## src/rtl/hram_arb_pkg.sv

```systemverilog
// Shared types and constants for the HyperRAM two-client arbiter.
// Latency: n/a (types only). Backpressure: n/a.
package hram_arb_pkg;

    typedef enum logic [1:0] {
        IDLE      = 2'd0,
        ISSUE     = 2'd1,
        WAIT_ACK  = 2'd2,
        WAIT_DONE = 2'd3
    } state_t;

    localparam logic CLIENT_UART = 1'b0;
    localparam logic CLIENT_AUX  = 1'b1;

    localparam logic [5:0] RD_NUM_DWORDS = 6'h1;

endpackage

```

## src/rtl/hram_arbiter_rr_arb2.sv

```systemverilog
// Two-way round-robin picker; a lone requester wins, a tie goes away from last_grant.
// Latency: combinational. Backpressure: none, the caller decides when to take the grant.
module rr_arb2 (
    input  logic [1:0] req,
    input  logic       last_grant,
    output logic       gnt_valid,
    output logic       gnt_id
);

    assign gnt_valid = |req;
    assign gnt_id    = (&req) ? ~last_grant : req[1];

endmodule

```

## src/rtl/hram_arbiter.sv

```systemverilog
// Round-robin arbiter/sequencer issuing single-dword transfers to hyper_xface; HRAM_ARB_TIMEOUT_EN adds a watchdog.
// Latency: ack the cycle after req is seen in IDLE, done the cycle after hr_busy is seen low.
// Backpressure: clients hold req until ack; only one transaction is in flight at a time.
module hram_arbiter
    import hram_arb_pkg::*;
#(
    parameter int BUSY_WAIT      = 8,
    parameter int TIMEOUT_CYCLES = 4096
) (
    input  logic        clk,
    input  logic        rstn,
    input  logic        c0_req,
    input  logic        c1_req,
    input  logic        c0_we,
    input  logic        c1_we,
    input  logic        c0_reg,
    input  logic        c1_reg,
    input  logic [31:0] c0_addr,
    input  logic [31:0] c1_addr,
    input  logic [31:0] c0_wr_d,
    input  logic [31:0] c1_wr_d,
    input  logic [3:0]  c0_be,
    input  logic [3:0]  c1_be,
    output logic        c0_ack,
    output logic        c1_ack,
    output logic        c0_done,
    output logic        c1_done,
    output logic        c0_rd_valid,
    output logic        c1_rd_valid,
    output logic [31:0] rd_d,
    output logic        err,
    output logic        hr_rd_req,
    output logic        hr_wr_req,
    output logic [31:0] hr_addr,
    output logic [31:0] hr_wr_d,
    output logic [3:0]  hr_be,
    output logic        hr_mem_or_reg,
    output logic [5:0]  hr_rd_num_dwords,
    input  logic        hr_busy,
    input  logic        hr_rd_rdy,
    input  logic [31:0] hr_rd_d
);

    localparam int BW_W = $clog2(BUSY_WAIT + 1);

    state_t          state;
    logic            last_grant;
    logic            cur_id;
    logic            cur_we;
    logic            got_data;
    logic [BW_W-1:0] busy_cnt;
    logic            gnt_valid;
    logic            gnt_id;
    logic            wd_fire;
    logic            err_q;

    logic            sel_we;
    logic            sel_reg;
    logic [31:0]     sel_addr;
    logic [31:0]     sel_wr_d;
    logic [3:0]      sel_be;

    rr_arb2 u_rr (
        .req        ({c1_req, c0_req}),
        .last_grant (last_grant),
        .gnt_valid  (gnt_valid),
        .gnt_id     (gnt_id)
    );

    assign sel_we   = gnt_id ? c1_we   : c0_we;
    assign sel_reg  = gnt_id ? c1_reg  : c0_reg;
    assign sel_addr = gnt_id ? c1_addr : c0_addr;
    assign sel_wr_d = gnt_id ? c1_wr_d : c0_wr_d;
    assign sel_be   = gnt_id ? c1_be   : c0_be;

    assign hr_rd_num_dwords = RD_NUM_DWORDS;
    assign err              = err_q;

`ifdef HRAM_ARB_TIMEOUT_EN
    localparam int WD_RAW = $clog2(TIMEOUT_CYCLES + 1);
    localparam int WD_W   = (WD_RAW < 12) ? 12 : WD_RAW;

    logic [WD_W-1:0] wd_cnt;

    assign wd_fire = ((state == WAIT_ACK) || (state == WAIT_DONE)) &&
                     (wd_cnt == WD_W'(TIMEOUT_CYCLES - 1));

    always_ff @(posedge clk) begin
        if (!rstn || state == ISSUE) begin
            wd_cnt <= '0;
        end else if (state == WAIT_ACK || state == WAIT_DONE) begin
            wd_cnt <= wd_cnt + 1'b1;
        end
    end
`else
    assign wd_fire = 1'b0;
`endif

    always_ff @(posedge clk) begin
        if (!rstn) begin
            state         <= IDLE;
            last_grant    <= CLIENT_AUX;
            cur_id        <= CLIENT_UART;
            cur_we        <= 1'b0;
            got_data      <= 1'b0;
            busy_cnt      <= '0;
            c0_ack        <= 1'b0;
            c1_ack        <= 1'b0;
            c0_done       <= 1'b0;
            c1_done       <= 1'b0;
            c0_rd_valid   <= 1'b0;
            c1_rd_valid   <= 1'b0;
            err_q         <= 1'b0;
            hr_rd_req     <= 1'b0;
            hr_wr_req     <= 1'b0;
            hr_addr       <= '0;
            hr_wr_d       <= '0;
            hr_be         <= 4'hF;
            hr_mem_or_reg <= 1'b0;
            rd_d          <= '0;
        end else begin
            c0_ack      <= 1'b0;
            c1_ack      <= 1'b0;
            c0_done     <= 1'b0;
            c1_done     <= 1'b0;
            c0_rd_valid <= 1'b0;
            c1_rd_valid <= 1'b0;
            err_q       <= 1'b0;
            hr_rd_req   <= 1'b0;
            hr_wr_req   <= 1'b0;

            case (state)
                IDLE: begin
                    if (gnt_valid) begin
                        hr_addr       <= sel_addr;
                        hr_wr_d       <= sel_wr_d;
                        hr_be         <= sel_be;
                        hr_mem_or_reg <= sel_reg;
                        cur_we        <= sel_we;
                        cur_id        <= gnt_id;
                        last_grant    <= gnt_id;
                        c0_ack        <= (gnt_id == CLIENT_UART);
                        c1_ack        <= (gnt_id == CLIENT_AUX);
                        // Request strobe is registered here so it is high exactly while in ISSUE.
                        hr_wr_req     <= sel_we;
                        hr_rd_req     <= ~sel_we;
                        state         <= ISSUE;
                    end
                end
                ISSUE: begin
                    busy_cnt <= '0;
                    got_data <= 1'b0;
                    state    <= WAIT_ACK;
                end
                WAIT_ACK: begin
                    if (wd_fire) begin
                        c0_done <= (cur_id == CLIENT_UART);
                        c1_done <= (cur_id == CLIENT_AUX);
                        err_q   <= 1'b1;
                        state   <= IDLE;
                    end else if (hr_busy || busy_cnt == BW_W'(BUSY_WAIT - 1)) begin
                        state <= WAIT_DONE;
                    end else begin
                        busy_cnt <= busy_cnt + 1'b1;
                    end
                end
                WAIT_DONE: begin
                    if (wd_fire) begin
                        c0_done <= (cur_id == CLIENT_UART);
                        c1_done <= (cur_id == CLIENT_AUX);
                        err_q   <= 1'b1;
                        state   <= IDLE;
                    end else begin
                        if (!cur_we && hr_rd_rdy) begin
                            rd_d        <= hr_rd_d;
                            c0_rd_valid <= (cur_id == CLIENT_UART);
                            c1_rd_valid <= (cur_id == CLIENT_AUX);
                            got_data    <= 1'b1;
                        end
                        // Data arriving in the same cycle busy drops still completes now.
                        if (!hr_busy && (cur_we || got_data || hr_rd_rdy)) begin
                            c0_done <= (cur_id == CLIENT_UART);
                            c1_done <= (cur_id == CLIENT_AUX);
                            state   <= IDLE;
                        end
                    end
                end
                default: state <= IDLE;
            endcase
        end
    end

endmodule

```

## config.mk

```make
export PLATFORM = sky130hd
export DESIGN_NAME = hram_arbiter
export DESIGN_NICKNAME = d
export VERILOG_FILES = /design/src/rtl/hram_arb_pkg.sv /design/src/rtl/hram_arbiter_rr_arb2.sv /design/src/rtl/hram_arbiter.sv
export SDC_FILE = /design/constraint.sdc
export NUM_CORES = 1
export LEC_CHECK = 0
export ABC_AREA = 1
export BUFFER_PORTS_ARGS = -buffer_cell sky130_fd_sc_hd__buf_4
export CAP_MARGIN = 20
export CORE_ASPECT_RATIO = 0.8
export CORE_MARGIN = 10
export CORE_UTILIZATION = 30
export DETAILED_ROUTE_END_ITERATION = 10
export MAX_ROUTING_LAYER = met4
export PLACE_DENSITY = 0.57
export SYNTH_ARGS = -nofsm -noshare
export SYNTH_HDL_FRONTEND = slang
export SYNTH_SLANG_ARGS = --single-unit
```

## constraint.sdc

```tcl
create_clock -name clk -period 1.97 [get_ports clk]
set_clock_uncertainty 0.05 [all_clocks]
set_input_delay 0.394 -clock clk [delete_from_list [all_inputs] [get_ports clk]]
set_output_delay 0.394 -clock clk [all_outputs]
set_load 0.1 [all_outputs]
```

==> results.sh, run 1 <==
export IMPL_gp_congestion=0.820
export IMPL_ios=294
export IMPL_ys_ff_latch=119
export IMPL_postCtsHoldBufs=0
export IMPL_num_vias=5162
export IMPL_dr_wl_met2_um=8750
export IMPL_yosysUniqueCellTypes=21
export IMPL_wirelength_um=18800
export IMPL_startpoint_type="flop"
export IMPL_route_met3_wl_um=1160
export IMPL_post_cts_buffers=0
export IMPL_start_util=0.305
export IMPL_synth_cells=632
export IMPL_via_per_inst=4.59
export IMPL_cts_resized=0
export IMPL_clock_sinks=119
export IMPL_numCtsBuffers=17
export IMPL_grt_usage=0.171
export IMPL_drtPass1Iterations=4
export IMPL_ys_warn_count=0
export IMPL_worst_setup_path_end_kind="flop"
export IMPL_clkTransAtPathRegs_ps=60
export IMPL_cap_violations=0
export IMPL_n_fill_cell=1560
export IMPL_drtIter0Drc=296
export IMPL_ctsRootBufferMaster="clkbuf_16"
export IMPL_required_ps=2260
export IMPL_hold_path_depth=3
export IMPL_ys_dominant_reg_cell="dfxtp_1"
export IMPL_dp_hpwl_um=14000
export IMPL_crit_arrival_ps=1910
export IMPL_core_um2=15700
export IMPL_ff2ff_path_depth=7
export IMPL_grt_pass1_wl_um=28500
export IMPL_wl_met1_um=8540
export IMPL_finalSetupViolCount=0
export IMPL_drc=0
export IMPL_powerDensity_nw_per_um2=1790
export IMPL_power_mw=13.7
export IMPL_synth_edf_count=0
export IMPL_critPathKind="reg2reg"
export IMPL_top_layer="met4"
export IMPL_multi_input_area_um2=2060
export IMPL_cts_tree="yes"
export IMPL_postLayoutCoreUtil=0.488
export IMPL_die_y_um=133
export IMPL_syn_avg_cell_area_um2=7.59
export IMPL_min_period_ps=1620
export IMPL_grt_overflow=0
export IMPL_regArea_um2=2380
export IMPL_grt_start_max_net_pins=75
export IMPL_clockBufferDepth=2
export IMPL_num_rows=41
export IMPL_ir_drop_uv=925
export IMPL_synthArstFlopShare=0
export IMPL_synth_seq_area_share=0.497
export IMPL_grt_antenna_before_repair=0
export IMPL_setup_tns_ps=0
export IMPL_synth_area_um2=4800
export IMPL_die_width_um=161
export IMPL_ant_nets=0
export IMPL_status="completed"
export IMPL_layout_drive_gt1_share=0.368
export IMPL_fmax_mhz=617
export IMPL_nets=1082
export IMPL_min_period_over_period=0.823
export IMPL_finalHoldViolCount=0
export IMPL_die_area_um2=21500
export IMPL_numPortBuffers=286
export IMPL_diodes=0
export IMPL_grt_pass1_vias=5090
export IMPL_drv_slew=0
export IMPL_timing_max_slew_rel_slack=0.586
export IMPL_worstMarginPinSlew_ps=620
export IMPL_cp_max_fo=44
export IMPL_reg_largest_list="hr_addr: 32 flops, hr_wr_d: 32 flops, rd_d: 32 flops"
export IMPL_areaGrowthSynthToFinish_pct=60.2
export IMPL_rsz0062_at_grt="no"
export IMPL_detail_route_wl_per_cell_um=16.7
export IMPL_cts_htree_levels=4
export IMPL_hold_class="in2reg"
export IMPL_leakage_nw=3.69
export IMPL_clk_latency_ps=410
critical path, cell delays in order (launching register included):
cell     delay [ps]
dfxtp_1         330
inv_1            80
ha_1            200
inv_2            60
nor2_4          130
buf_4           380
o21ai_0         150
a31oi_1         140
power breakdown:
part	total, mW	leakage [nW]	switching, mW	internal, mW
logic	7.39	2.44	5.78	1.61
registers	3.37	0.978	0.333	3.04
clock network	2.96	0.276	1.08	1.88
layer usage:
| metal | track usage | vias to the layer above |
|---|---|---|
| met2 | 0.266 | 193 |
| met1 | 0.206 | 2298 |
| met3 | 0.0530 | 24 |
| li1 | - | 2647 |
| met5 | - | - |
| met4 | 0.0626 | 0 |
cell usage after synthesis (6+ instances only):
master,count,area share
a31oi_1,65,0.085
nor2_1,80,0.063
buf_4,16,0.025
dfxtp_1,119,0.50
buf_2,32,0.033
a21oi_1,11,0.011
inv_1,14,0.011
o21ai_1,74,0.077
clkbuf_1,6,0.0047
nand3_1,8,0.0083
nand2_1,151,0.12
o21ai_0,36,0.038
cells by family (layout without fill, tap and decap cells):
kind of cell | Yosys count | after routing | synth area share
compound gates | 188 | 188 | 0.214
xor+xnor | 1 | 1 | 0.00183
fa+ha+maj | 5 | 5 | 0.0130
flops | 119 | 119 | 0.497
other cells | 2 | 7 | 0.00157
simple gates | 244 | 244 | 0.195
buf+inv | 73 | 346 | 0.0780
final cells by class:
cell class / count / share of cell area
Inverter: 19 / 0.00928
Clock buffer: 22 / 0.0643
Clock inverter: 8 / 0.00944
Sequential cell: 119 / 0.310
Tap cell: 215 / 0.0350
Multi-Input combinational cell: 445 / 0.269
Timing Repair Buffer: 297 / 0.303
cells in the final DEF, fill, tap and decap left out:
master	Yosys	layout
a21oi_1	11	11
clkbuf_16	0	17
nand3_1	8	8
buf_4	16	289
buf_12	0	8
o211ai_1	1	1
nor2_4	0	1
nand2_2	1	1
bufinv_16	0	1
clkinv_2	0	4
nor3_1	2	2
inv_1	14	14
nand2_1	151	151
nor2_1	80	80
inv_2	5	5
clkinvlp_4	0	3
nor2_2	2	1
clkbuf_8	0	5
a31oi_1	65	65
o22ai_1	1	1
ha_1	5	5
o21ai_1	74	74
o21ai_0	36	36
conb_1	2	7
xor2_1	1	1
dfxtp_1	119	119
path summary, 6_finish.rpt:
check | start | end | slack [ps]
worst max-delay path | state[0] | hr_addr[6] | 350
worst min-delay path | hr_rd_d[3] | rd_d[3] | 150
worst max register to register | state[0] | hr_addr[6] | 350
worst min register to register | cur_id | c0_done | 410
stage by stage:
stage          instances  hold slack, ps  cell area, µm²  worst slack (ps)
6_report            1125             153            7680               348
3_3_place_gp        1095             402            7120               383
4_1_cts             1125             133            7680               342
3_5_place_dp        1095             404            7120               367
2_1_floorplan        637             373            4820               579
5_1_grt             1125             133            7680               183
(Power assumes the default switching activity.)
==> run 2, diff against run 1 <==
- ABC_AREA: 1 -> 0
- PLACE_DENSITY: 0.57 -> 0.56
- clock period: 1.97 -> 1.5 ns (I/O delays scaled with it)
==> run 2 against run 1 <==
  * Final cell count down 3.9%
  * Critical path depth down 1
  * Clock-buffer cell count decreased by 3
  * Non-clock buffer count is 31 higher
  * First-iteration DRC count is 38% lower
  * Global-route usage shrank 1.9 points
==> results.sh, run 2 <==
export IMPL_status="completed"
export IMPL_pwr_share_seq=0.239
export IMPL_startpoint="last_grant"
export IMPL_cp_max_fo=17
export IMPL_cts_tree="yes"
export IMPL_min_period_over_period=0.978
export IMPL_drtIter0Drc=183
export IMPL_fin_area_um2=8510
export IMPL_dpl_cell_area_um2=7740
export IMPL_min_from="hr_rd_d[3]"
export IMPL_wl_met1_um=7420
export IMPL_clk_latency_ps=410
export IMPL_start_util=0.306
export IMPL_route_met3_wl_um=1680
export IMPL_worst_setup_path_end_kind="flop"
export IMPL_mostFrequentLayoutCell="buf_4"
export IMPL_final_cells=1081
export IMPL_p_comb_frac=0.552
export IMPL_r2r_start="last_grant"
export IMPL_min_period_ps=1470
export IMPL_fin_ws_ps=32.7
export IMPL_numCtsBuffers=17
export IMPL_ff2ff_path_depth=6
export IMPL_finalHoldViolCount=0
export IMPL_grt_antenna_before_repair=0
export IMPL_dp_cells=1039
export IMPL_ys_dominant_reg_cell="dfxtp_1"
export IMPL_reg_largest_list="hr_addr: 32 flops, hr_wr_d: 32 flops, rd_d: 32 flops"
export IMPL_die_area_um2=23400
export IMPL_crit_arrival_ps=1720
export IMPL_core_um2=17300
export IMPL_fmax_mhz=682
export IMPL_top_layer="met4"
export IMPL_ff2ff_setup_slack_ps=30
export IMPL_leakage_nw=4.46
export IMPL_num_vias=5048
export IMPL_yosysTopAreaCell="dfxtp_1"
export IMPL_ctsRootBufferMaster="clkbuf_16"
export IMPL_syn_avg_cell_area_um2=9.79
export IMPL_p_int_mw=9.13
export IMPL_rsz0062_at_grt="yes"
export IMPL_finalSetupViolCount=0
export IMPL_synth_area_um2=5300
export IMPL_r2r_end="hr_addr[8]"
export IMPL_clockBufferDepth=2
export IMPL_synth_edf_count=0
export IMPL_drc=0
export IMPL_hold_class="in2reg"
export IMPL_grt_usage=0.153
export IMPL_areaGrowthSynthToFinish_pct=60.5
export IMPL_clkTransAtPathRegs_ps=60
export IMPL_dp_hpwl_um=14200
export IMPL_switching_power_mw=9.70
export IMPL_synthArstFlopShare=0
export IMPL_layout_drive_gt1_share=0.442
export IMPL_via_per_inst=4.67
export IMPL_hold_path_depth=3
export IMPL_drv_slew=0
export IMPL_whs_endpoint="rd_d[3]"
export IMPL_clock_sinks=119
export IMPL_ios=294
export IMPL_ys_ff_latch=119
export IMPL_synth_area_leaders="dfxtp_1 45%, mux2i_1 14%, o211a_1 12%"
export IMPL_required_ps=1750
export IMPL_final_cell_mix="313 x buf_4, 141 x nand2_1, 116 x dfxtp_1"
export IMPL_nets=1026
export IMPL_switching_share=0.515
export IMPL_numPortBuffers=286
export IMPL_startpoint_type="flop"
export IMPL_die_width_um=169
export IMPL_wirelength_um=18800
export IMPL_synth_top_area_share=0.449
export IMPL_synth_most_common_cell="nand2_1"
export IMPL_die_y_um=139
export IMPL_powerDensity_nw_per_um2=2210
export IMPL_grt_start_max_net_pins=59
export IMPL_ys_warn_count=0
export IMPL_synth_cells=542
export IMPL_power_mw=18.8
export IMPL_grt_pass1_vias=5263
export IMPL_num_rows=43
export IMPL_synth_seq_area_share=0.449
export IMPL_ir_drop_uv=1220
export IMPL_critPathKind="reg2reg"
export IMPL_grt_pass1_wl_um=28000
export IMPL_cap_violations=0
export IMPL_ant_nets=0
export IMPL_drtPass1Iterations=4
export IMPL_p_clk_frac=0.209
export IMPL_yosys_top_cells_count="141 x nand2_1, 119 x dfxtp_1, 72 x mux2i_1"
export IMPL_diodes=0
export IMPL_dp_slack_ps=-153
export IMPL_dr_wl_met2_um=9540
export IMPL_detail_route_wl_per_cell_um=17.4
export IMPL_yosysUniqueCellTypes=34
export IMPL_gp_congestion=0.777
export IMPL_grt_overflow=0
export IMPL_cts_htree_levels=4
-- run 2: how the worst max path moves through the flow --
stage | slack [ps] | cells after the start | end
2_1_floorplan | -10 | 8 | hr_addr[0]
3_3_place_gp | -150 | 7 | hr_wr_d[10]
3_5_place_dp | -150 | 6 | hr_addr[17]
4_1_cts | -3 | 6 | hr_wr_d[22]
5_1_grt | -40 | 6 | hr_wr_d[22]
6_report | 30 | 6 | hr_addr[8]
-- run 2: power groups by stage --
stage                     sequential (mW)  clock [mW]  combinational, mW
final                                4.51        3.93               10.4
after global routing                 4.61        4.18               10.8
after CTS                            4.51        4.04               10.3
after detailed placement             4.55           0               10.1
after global placement               4.53           0               10.0
after floorplan                      10.2           0               2.17
-- run 2: final cells by class --
| class | count | area [µm²] |
|---|---|---|
| multi-input combinational | 373 | 2620 |
| tap | 225 | 282 |
| clock buffer | 19 | 443 |
| inverter | 4 | 15.0 |
| clock inverter | 13 | 131 |
| fill | 1621 | 8810 |
| timing repair buffer | 328 | 2640 |
| sequential | 119 | 2390 |
-- run 2: cell families after synthesis --
logic type,Yosys count,share of synthesized area
mux,72,0.136
compound gates,119,0.198
flops,119,0.449
buf+inv,55,0.0748
other cells,2,0.00142
fa+ha+maj,5,0.0118
simple gates,170,0.129
-- run 2: metrics by stage --
step / setup TNS (ps) / hold slack (ps) / util
2_1_floorplan: -882 / 376 / -
3_3_place_gp: -2920 / 391 / 0.447
3_5_place_dp: -4160 / 400 / 0.447
4_1_cts: -3.99 / 61.5 / 0.484
5_1_grt: -242 / 70.5 / 0.491
6_report: 0 / 87.1 / 0.491
-- run 2: critical path, stage by stage, from the launching register on --
cell and delay [ps]:
dfxtp_2 330, a21boi_4 190, buf_12 180, buf_4 160, mux2i_1 220, nand2_1 90, o211a_1 120
-- run 2: timing repair --
action	in CTS	in global routing
gates resized for setup	7	10
pin swaps	0	2
buffers inserted	2	5
hold buffers	0	0
endpoints found under the setup margin	19	62
gates cloned	1	2
-- run 2: layer usage --
metal  global-route usage  up-vias
met5                    -        -
met4               0.0462        0
met3               0.0697       18
met2                0.258      182
met1                0.155     2373
li1                     -     2475
==> run 3, diff against run 2 <==
- clock period: 1.5 -> 1.4 ns (I/O delays scaled with it)
==> run 3 against run 2 <==
  * The run now ends with negative setup slack left
  * Fmax is 0.46% higher
  * Core utilization rose by 4.8 points
  * Clock power up 17%
  * Sequential power grew 10%
  * Non-clock buffer count rose by 16
  * Via count grew 1.9%
  * Flip-flop and latch count stayed put
  * Die area did not move
  * First-iteration DRC count is 8.2% higher
  * Routed wire length rose by 3.3%
  * Critical path type unchanged
==> results.sh, run 3 (synthesized netlist as in run 2, its figures left out) <==
export IMPL_status="finished, violations left"
export IMPL_violations="negative setup slack"
export IMPL_reg_largest_list="hr_addr: 32 flops, hr_wr_d: 32 flops, rd_d: 32 flops"
export IMPL_rsz0062_at_grt="yes"
export IMPL_cap_violations=0
export IMPL_switching_power_mw=10.7
export IMPL_drc=0
export IMPL_numPortBuffers=286
export IMPL_num_vias=5145
export IMPL_grt_pass1_wl_um=27900
export IMPL_clockBufferDepth=2
export IMPL_slowest_delay_ps=360
export IMPL_worst_setup_path_end_kind="flop"
export IMPL_startpoint_type="flop"
export IMPL_start_util=0.306
export IMPL_cts_tree="yes"
export IMPL_areaGrowthSynthToFinish_pct=76.2
export IMPL_gp_congestion=0.816
export IMPL_detail_route_wl_per_cell_um=17.7
export IMPL_die_area_um2=23400
export IMPL_min_period_ps=1460
export IMPL_switching_share=0.489
export IMPL_hold_class="in2reg"
export IMPL_postCtsHoldBufs=0
export IMPL_p_comb_frac=0.561
export IMPL_diodes=0
export IMPL_dp_hpwl_um=14200
export IMPL_fin_ws_ps=-60.6
export IMPL_crit_arrival_ps=1710
export IMPL_final_cells=1097
export IMPL_cp_cell_sequence="inv_4 -> ha_4 -> nor2b_4 -> buf_12 -> buf_16 -> nand2_1 -> o211a_1"
export IMPL_clk_latency_ps=400
export IMPL_core_um2=17300
export IMPL_mostFrequentLayoutCell="buf_4"
export IMPL_leakage_nw=4.73
export IMPL_via_per_inst=4.69
export IMPL_setup_tns_ps=-1770
export IMPL_final_cell_mix="222 x buf_4, 123 x nand2_1, 115 x dfxtp_1"
export IMPL_grt_start_max_net_pins=52
export IMPL_ant_nets=0
export IMPL_dpl_cell_area_um2=7790
export IMPL_multi_input_area_um2=2730
export IMPL_finalSetupViolCount=71
export IMPL_critPathKind="reg2reg"
export IMPL_cts_htree_levels=4
export IMPL_powerDensity_nw_per_um2=2340
export IMPL_fin_area_um2=9340
export IMPL_drv_slew=0
export IMPL_required_ps=1650
export IMPL_die_width_um=169
export IMPL_grt_usage=0.153
export IMPL_dp_cells=1043
export IMPL_clock_sinks=119
export IMPL_p_clk_frac=0.211
export IMPL_finalHoldViolCount=0
export IMPL_grt_pass1_vias=5383
export IMPL_ff2ff_setup_slack_ps=-60
export IMPL_grt_antenna_before_repair=0
export IMPL_die_y_um=139
export IMPL_p_int_mw=11.2
export IMPL_drtIter0Drc=198
export IMPL_regArea_um2=2390
export IMPL_num_rows=43
export IMPL_min_period_over_period=1.04
export IMPL_wirelength_um=19400
export IMPL_ios=294
export IMPL_power_mw=21.9
export IMPL_critPathSlowestCell="dfxtp_4"
export IMPL_pwr_share_seq=0.228
export IMPL_ctsRootBufferMaster="clkbuf_16"
export IMPL_drtPass1Iterations=4
export IMPL_clkTransAtPathRegs_ps=60
export IMPL_layout_drive_gt1_share=0.490
export IMPL_ir_drop_uv=1930
export IMPL_fin_hold_ws_ps=69.6
export IMPL_n_fill_cell=1544
export IMPL_fmax_mhz=685
export IMPL_grt_overflow=0
export IMPL_numCtsBuffers=17
export IMPL_nets=1042
export IMPL_cp_max_fo=20
run 3: changes by cell type in the layout (fill, tap and decap cells not counted), sizes merged:
cell	delta
buf	+13
clkbuf	+6
clkinv	-5
bufinv	+2
bufbuf	-1
inv	+1
run 3: routing by layer:
layer / up-vias / share of wire / global-route usage
met5: - / 0 / -
met4: 0 / 0.018 / 0.0549
met3: 25 / 0.085 / 0.0720
met2: 180 / 0.50 / 0.254
met1: 2423 / 0.40 / 0.154
li1: 2517 / - / -
run 3: worst paths after layout:
path,end,startpoint,cells after the start
setup / recovery,hr_addr[28],state[1],7
hold / removal,rd_d[11],hr_rd_d[11],3
setup reg to reg,hr_addr[28],state[1],7
hold reg to reg,rd_d[8],rd_d[8],2
run 3: area by class of cell:
cell class,instances,share of cell area
inverter,4,0.00214
timing repair buffer,344,0.352
clock buffer,21,0.0493
clock inverter,11,0.0183
tap,225,0.0301
multi-input combinational,373,0.293
sequential,119,0.256
run 3: worst max-delay path: cells and delay by family (launching register included):
kind	cells	cell delay, ps
buffers and inverters	3	400
AOI/OAI and AO/OA	1	130
adders and majority gates	1	130
and+or+nand+nor	2	270
DFF	1	360
run 3: power by group through the flow:
stage	registers (mW)	clock network, mW	logic (mW)
floorplan	11.0	0	2.32
global placement	4.84	0	10.9
detailed placement	4.87	0	10.9
CTS	4.87	4.74	11.3
global route	5.09	4.90	12.7
finish	4.98	4.61	12.3
run 3: per-stage QoR:
stage | util | setup WS, ps
floorplan | - | -115
global placement | 0.450 | -145
detailed placement | 0.450 | -177
CTS | 0.503 | -77.6
global route | 0.539 | -143
finish | 0.539 | -60.6
run 3: repair_timing:
item	in CTS	in global routing
endpoints found under the setup margin	127	173
pin swaps	13	12
gates cloned	2	8
setup buffers	5	7
gates resized for setup	50	111
